===== config.mk =====
export PLATFORM = sky130hd
export DESIGN_NAME = wdt_reset_ctrl
export DESIGN_NICKNAME = d
export VERILOG_FILES = /design/src/rtl/wdt_reset_ctrl.sv
export SDC_FILE = /design/constraint.sdc
export NUM_CORES = 1
export LEC_CHECK = 0
export ABC_AREA = 1
export CORE_ASPECT_RATIO = 1.25
export CORE_MARGIN = 2
export CORE_UTILIZATION = 45
export CTS_CLUSTER_SIZE = 14
export DETAILED_ROUTE_END_ITERATION = 8
export PLACE_DENSITY = 0.87
export SYNTH_ARGS = -nofsm -noshare
export SYNTH_HDL_FRONTEND = slang
export SYNTH_SLANG_ARGS = --single-unit

===== constraint.sdc =====
create_clock -name clk -period 1.45 [get_ports clk]
set_input_delay 0.29 -clock clk [delete_from_list [all_inputs] [get_ports clk]]
set_output_delay 0.29 -clock clk [all_outputs]
set_load 0.01 [all_outputs]

===== src/rtl/wdt_reset_ctrl.sv =====
`timescale 1ns / 1ps
`default_nettype none
// ============================================================================
// Module      : wdt_reset_ctrl
// Description : Watchdog/software reset sequencer with retry counting and
//               sticky failsafe boot-source selection, on an 8-bit CSR bus.
// Revision    : 1.0 - initial release
// ============================================================================
module wdt_reset_ctrl #(
    parameter logic [4:0] BASE_ADDR = 5'h4,
    parameter logic [7:0] PULSE_LEN = 8'd16,
    parameter logic [7:0] HOLDOFF   = 8'd32,
    parameter logic [2:0] MAX_RETRY = 3'd3
) (
    input  logic       clk,
    input  logic       rst,
    input  logic       ce,
    input  logic [4:0] csr_a,
    input  logic [7:0] csr_di,
    input  logic       csr_we,
    output logic [7:0] csr_do,
    input  logic       wdt_bite,
    input  logic       pwr_good,
    output logic       soc_reset_n,
    output logic       wdt_rst,
    output logic       failsafe_boot,
    output logic       irq
);

    localparam logic [1:0] c_ST_ASSERT  = 2'd0;
    localparam logic [1:0] c_ST_WAIT_PG = 2'd1;
    localparam logic [1:0] c_ST_HOLD    = 2'd2;
    localparam logic [1:0] c_ST_IDLE    = 2'd3;

    localparam logic [4:0] c_ADDR_CTRL  = BASE_ADDR;
    localparam logic [4:0] c_ADDR_STAT  = BASE_ADDR + 5'd1;

    logic [1:0] r_state;
    logic [1:0] w_state_nxt;
    logic [7:0] r_cnt;
    logic [2:0] r_retry;
    logic [2:0] w_retry_inc;
    logic [1:0] r_cause;
    logic       r_failsafe;
    logic       r_irq;
    logic       r_bite_q;

    logic       w_wdt_ev;
    logic       w_sw_ev;
    logic       w_ctrl_wr;
    logic       w_stat_wr;
    logic       w_wdt_go;
    logic       w_sw_go;
    logic       w_fs_set;
    logic       w_unused;

    assign w_ctrl_wr = csr_we && (csr_a == c_ADDR_CTRL);
    assign w_stat_wr = csr_we && (csr_a == c_ADDR_STAT);
    assign w_wdt_ev  = wdt_bite && !r_bite_q;
    assign w_sw_ev   = w_ctrl_wr && csr_di[0];
    assign w_unused  = ^csr_di[7:2];

    assign w_retry_inc = (r_retry == 3'd7) ? 3'd7 : (r_retry + 3'd1);
    assign w_fs_set    = w_wdt_go && (w_retry_inc >= MAX_RETRY);

    always_ff @(posedge clk) begin
        if (rst) begin
            r_state <= c_ST_ASSERT;
        end else begin
            r_state <= w_state_nxt;
        end
    end

    // Events are only honoured in IDLE; a watchdog edge beats a software request.
    always_comb begin
        w_state_nxt = r_state;
        w_wdt_go    = 1'b0;
        w_sw_go     = 1'b0;
        soc_reset_n = 1'b0;
        wdt_rst     = 1'b0;
        case (r_state)
            c_ST_ASSERT: begin
                wdt_rst = 1'b1;
                if (r_cnt == 8'd0) begin
                    w_state_nxt = c_ST_WAIT_PG;
                end
            end
            c_ST_WAIT_PG: begin
                if (pwr_good) begin
                    w_state_nxt = c_ST_HOLD;
                end
            end
            c_ST_HOLD: begin
                soc_reset_n = 1'b1;
                if (r_cnt == 8'd0) begin
                    w_state_nxt = c_ST_IDLE;
                end
            end
            c_ST_IDLE: begin
                soc_reset_n = 1'b1;
                if (w_wdt_ev) begin
                    w_state_nxt = c_ST_ASSERT;
                    w_wdt_go    = 1'b1;
                end else if (w_sw_ev) begin
                    w_state_nxt = c_ST_ASSERT;
                    w_sw_go     = 1'b1;
                end
            end
            default: begin
                w_state_nxt = c_ST_ASSERT;
            end
        endcase
    end

    always_ff @(posedge clk) begin
        if (rst) begin
            r_cnt      <= PULSE_LEN;
            r_retry    <= 3'd0;
            r_cause    <= 2'b00;
            r_failsafe <= 1'b0;
            r_irq      <= 1'b0;
            r_bite_q   <= 1'b0;
        end else begin
            r_bite_q <= wdt_bite;
            r_irq    <= w_wdt_go;

            // Counter is reloaded on entry, otherwise it only moves on a tick.
            if ((w_state_nxt == c_ST_ASSERT) && (r_state != c_ST_ASSERT)) begin
                r_cnt <= PULSE_LEN;
            end else if ((w_state_nxt == c_ST_HOLD) && (r_state != c_ST_HOLD)) begin
                r_cnt <= HOLDOFF;
            end else if (ce && (r_cnt != 8'd0)) begin
                r_cnt <= r_cnt - 8'd1;
            end

            if (w_wdt_go) begin
                r_cause <= 2'b01;
            end else if (w_sw_go) begin
                r_cause <= 2'b10;
            end

            if (w_wdt_go) begin
                r_retry <= w_retry_inc;
            end else if (w_stat_wr) begin
                r_retry <= 3'd0;
            end

            if (w_fs_set) begin
                r_failsafe <= 1'b1;
            end else if (w_ctrl_wr && csr_di[1]) begin
                r_failsafe <= 1'b0;
            end
        end
    end

    always_comb begin
        csr_do = 8'h00;
        if (csr_a == c_ADDR_CTRL) begin
            csr_do = {6'b0, r_failsafe, 1'b0};
        end else if (csr_a == c_ADDR_STAT) begin
            csr_do = {1'b0, r_state, r_cause, r_retry};
        end
    end

    assign failsafe_boot = r_failsafe;
    assign irq           = r_irq;

endmodule
`default_nettype wire


# Yosys cells after proc, flatten, opt, wreduce, memory -nomap -nowiden
# Cells that the tools add are included.
# totals
register_bits	18
input_bits	19
# classes
add_sub_neg	2
eq_ne	8
n_lt_le_gt_ge	1
mux	24
n_reduce_logical	23
# ops
operator	n
2-to-1 mux 7 bit	2
2-to-1 mux 6 bit	2
2-to-1 mux 1 bit	11
equality test 5 x 3 -> 1 bit, second input constant	2
2-to-1 mux 2 bit	5
nonzero test 2 bit	5
logical AND 1 bit	9
2-to-1 mux 3 bit	3
logical NOT 8 bit	1
case mux 2 bit (4 select lines)	1
nonzero test 8 bit	1
subtractor 8 x 1 -> 8 bit, second input constant	1
equality test 2 bit, second input constant	3
OR reduction 2 bit	3
logical NOT 2 bit	2
adder 3 x 1 -> 3 bit, second input constant	1
equality test 3 bit, second input constant	1
greater-or-equal comparator 3 x 2 -> 1 bit, second input constant	1
OR reduction 3 bit	1
equality test 2 x 1 -> 1 bit, second input constant	1
!= test 2 bit, second input constant	1
logical NOT 1 bit	1

# Depth between registers and ports, before layout
# logic_depth
word_depth	9
mapped_depth	9
depth_no_buf	9

# Worst setup path before layout
# OpenSTA, ideal clock, no wires.
# synth_timing
path_type	input to output
startpoint	input csr_a[1]
endpoint	output csr_do[1]
required_time_ns	1.160
setup_slack_ns	0.178
arrival_time_ns	0.982
path_buffers	0
cell_stages	5
cell_sequence	nor2_1 nand2_1 inv_1 nand3_1 o21ai_0
# synth_via
elab_chain_cells	3
# synth_rtl
element	line_no	rtl
from (decl)	18	input logic [4:0] csr_a,
equality test 5 x 3 -> 1 bit	160	end else if (csr_a == c_ADDR_STAT) begin
2-to-1 mux 7 bit	160	
2-to-1 mux 7 bit (*)	158	if (csr_a == c_ADDR_CTRL) begin
to (decl)	21	output logic [7:0] csr_do,
# Every way passes the cells marked *; elsewhere a longest branch is shown, timed or not.

# Worst setup path after layout
# layout_timing
startpoint	input csr_a[4]
endpoint	output csr_do[1]
# Same word-level chain as after synthesis.

==> metrics <==
Fillers 185; Reg power frac 40.5%; MaxCap Viol Count 0; Initial Utilization 46.5%; core area 2160 sq um; Setup crit end csr_do[1]; final HPWL from detailed placement 1.95 mm; PD cells ~1100 nW/um^2; DRT iter0 DRCs 25; R2R Path Start r_cnt[0]; Cell Chain, Critical Path clkdlybuf4s15_1, or2_4, nor2_4, nand2_1, o21ai_2, buf_2; Worst Hold Path Cells 4; width of the die 46.3 um; switch share 37.4%; via density per instance 5.05; clk slew on worst S/H paths 0.10 ns; Fin. Hold Viols 0; placed insts 214; global-route wire length before repair between 4 and 5 mm; TritonCTS buffer count 3; CP Max Fanout 2; # rows 19; max incr delay on CP 0.25 ns; layout cells sized above 1 24.7%; diode count 0; antenna violations before repair 0; Syn Std Cell Area 1010 sq um; Syn Inst Count approximately 150; largest net degree at the start of global routing 11; HP Start csr_a[0]; Nets between 200 and 250; wire per inst 12.0 um; Pint 0.000985 W; minimum clock period 1.38 ns; Synthesis Warnings 0; die area roughly 2600 sq um; Overall Power 0.00157 W; outcome finished clean; Seq/Total Area, Yosys 35.8%; P&R area growth vs syn 39.7%; R2R Path End r_cnt[3]; Hold Path Class input port to flop; Avg Inst Size Synth 6.53 sq um; # clock sinks 18; Setup TNS Final 0 ns; Vias 1117; overall die height 56.9 um; clock buffer depth 2; data required time of the worst path 1.16 ns; Clk pwr share 19.7%; TritonCTS clock tree done; number of global-route vias before repair 1050; NetSw 0.000588 W; Clock Latency Late Sink 0.29 ns; final non-filler cell total 221; R2R setup slack 0.09 ns; Crit. End Element output port; Crit. Startpoint csr_a[4]; DR DRC count 0; VDD IR-drop max slightly above 0.0006 V; Pre-antenna DRT Iters 5; GRT Total Usage 22.2%; CTS root buf clkbuf_4; GRT Residual Overflow 0; H-tree depth 1; Port-buffer cells 23; # setup viols final 0; combinational share of power just under 40%; num ports 31; final core occ 65.0%; Post-Route WL 2.65 mm; Worst Clk Skew 0.000967 ns; number of distinct library cells after synthesis 25; Worst R2R Path Depth 9; endpoint arrival time on the critical path between 1 and 1.5 ns; period utilisation layout 95.5%; DRT antenna net count 0; Crit-path slowest cell or2_4; Worst setup SP type input port; fin. max-slew vios 0; Pleak 0.662 nW; critical path type input port to output port; GPL Wtd Cong 0.812; post-synth net total 175; Seq cells post-synth 18; Achievable Freq 722 MHz
-- power groups by stage --
stage          registers [W]  logic (W)  clock network [W]
3_5_place_dp        0.000645   0.000609                  0
2_1_floorplan       0.000628   0.000448                  0
5_1_grt             0.000644   0.000708           0.000327
4_1_cts             0.000635   0.000606           0.000313
3_3_place_gp        0.000640   0.000573                  0
6_report            0.000638   0.000626           0.000310
-- cells in the mapped netlist --
library cell	number	area, sq um
and2_1	1	6.26
clkbuf_1	2	7.51
nor2_1	31	116
or2_1	1	6.26
nand3_1	13	65.1
o21ai_0	10	50.1
o21ai_4	1	16.3
nand4_1	3	18.8
nor2_2	4	25.0
nand2_1	22	82.6
nand4_2	1	12.5
a21oi_1	7	35.0
xor2_1	1	8.76
o21ai_1	1	5.00
nor3_1	2	10.0
xnor2_1	2	17.5
nand2_2	1	6.26
ha_1	2	25.0
inv_1	26	97.6
buf_4	1	7.51
o21bai_1	1	7.51
conb_1	1	3.75
dfxtp_1	18	360
and3_2	1	7.51
nor3b_1	1	7.51
-- worst min path at each step --
stage | slack (ns) | endpoint
2_1_floorplan | 0.41 | r_bite_q
3_5_place_dp | 0.45 | r_cause[1]
3_3_place_gp | 0.45 | r_cause[1]
6_report | 0.47 | r_retry[2]
5_1_grt | 0.52 | r_retry[2]
4_1_cts | 0.49 | r_cause[1]
-- cells in the final DEF (no fill, tap or decap), drive strengths merged --
master	count
conb	1
dlymetal6s2s	1
xnor2	2
o21bai	1
a21oi	7
dfxtp	18
nor3b	1
dlygate4sd2	4
o21ai	12
xor2	1
inv	26
clkdlybuf4s50	7
and2	1
clkbuf	6
nand4	4
ha	2
and3	1
nor2	35
buf	20
clkdlybuf4s15	1
nor3	2
or2	1
nand3	13
nand2	23
-- sequential cells by signal, indices dropped and copies added (netlist names) --
| register | cells |
|---|---|
| r_cnt | 8 |
| r_retry | 3 |
| r_cause | 2 |
| r_state | 2 |
| failsafe_boot | 1 |
| irq | 1 |
| r_bite_q | 1 |
-- per-layer routing --
metal | GRT usage, % | wire length (um)
met5 | 0 | 0
met4 | 12.7 | 106
met3 | 4.18 | 152
met2 | 39.7 | 1420
met1 | 22.1 | 965
-- cells by family after synthesis --
family                   count (synthesis)  synth area share, %
buffers and inverters                   29                 11.2
other                                    1                0.373
adder cells (fa/ha/maj)                  2                 2.49
AND/OR/NAND/NOR                         81                 36.2
AO/OA/AOI/OAI                           20                 11.3
XOR/XNOR                                 3                 2.61
flip-flops                              18                 35.8
-- worst max-delay path: cells and delay by family --
| kind | cells | cell delay, ns |
|---|---|---|
| and+or+nand+nor | 3 | 0.41 |
| buffers and inverters | 2 | 0.34 |
| AOI/OAI and AO/OA | 1 | 0.06 |
-- layout make-up --
type	count	area (sq um)	area share, %
Clock buffer	4	36.3	2.58
Inverter	26	97.6	6.95
Sequential cell	18	362	25.7
Multi-Input combinational cell	107	593	42.2
Timing Repair Buffer	35	278	19.8
Tap cell	31	38.8	2.76
-- metrics by stage --
| stage | area (sq um) | hold slack [ns] | setup slack, ns |
|---|---|---|---|
| floorplan | 1010 | 0.415 | 0.178 |
| global placement | 1330 | 0.447 | -0.684 |
| detailed placement | 1330 | 0.454 | -0.771 |
| CTS | 1380 | 0.487 | 0.00273 |
| global route | 1410 | 0.520 | -0.00841 |
| finish | 1410 | 0.469 | 0.0655 |
-- what timing repair did --
| item | CTS | global route |
|---|---|---|
| hold buffers | 0 | 0 |
| pin swaps | 12 | 6 |
| resized for setup | 56 | 9 |
| endpoints found under the setup margin | 18 | 14 |
| buffers inserted | 2 | 1 |
(Power assumes the default switching activity.)
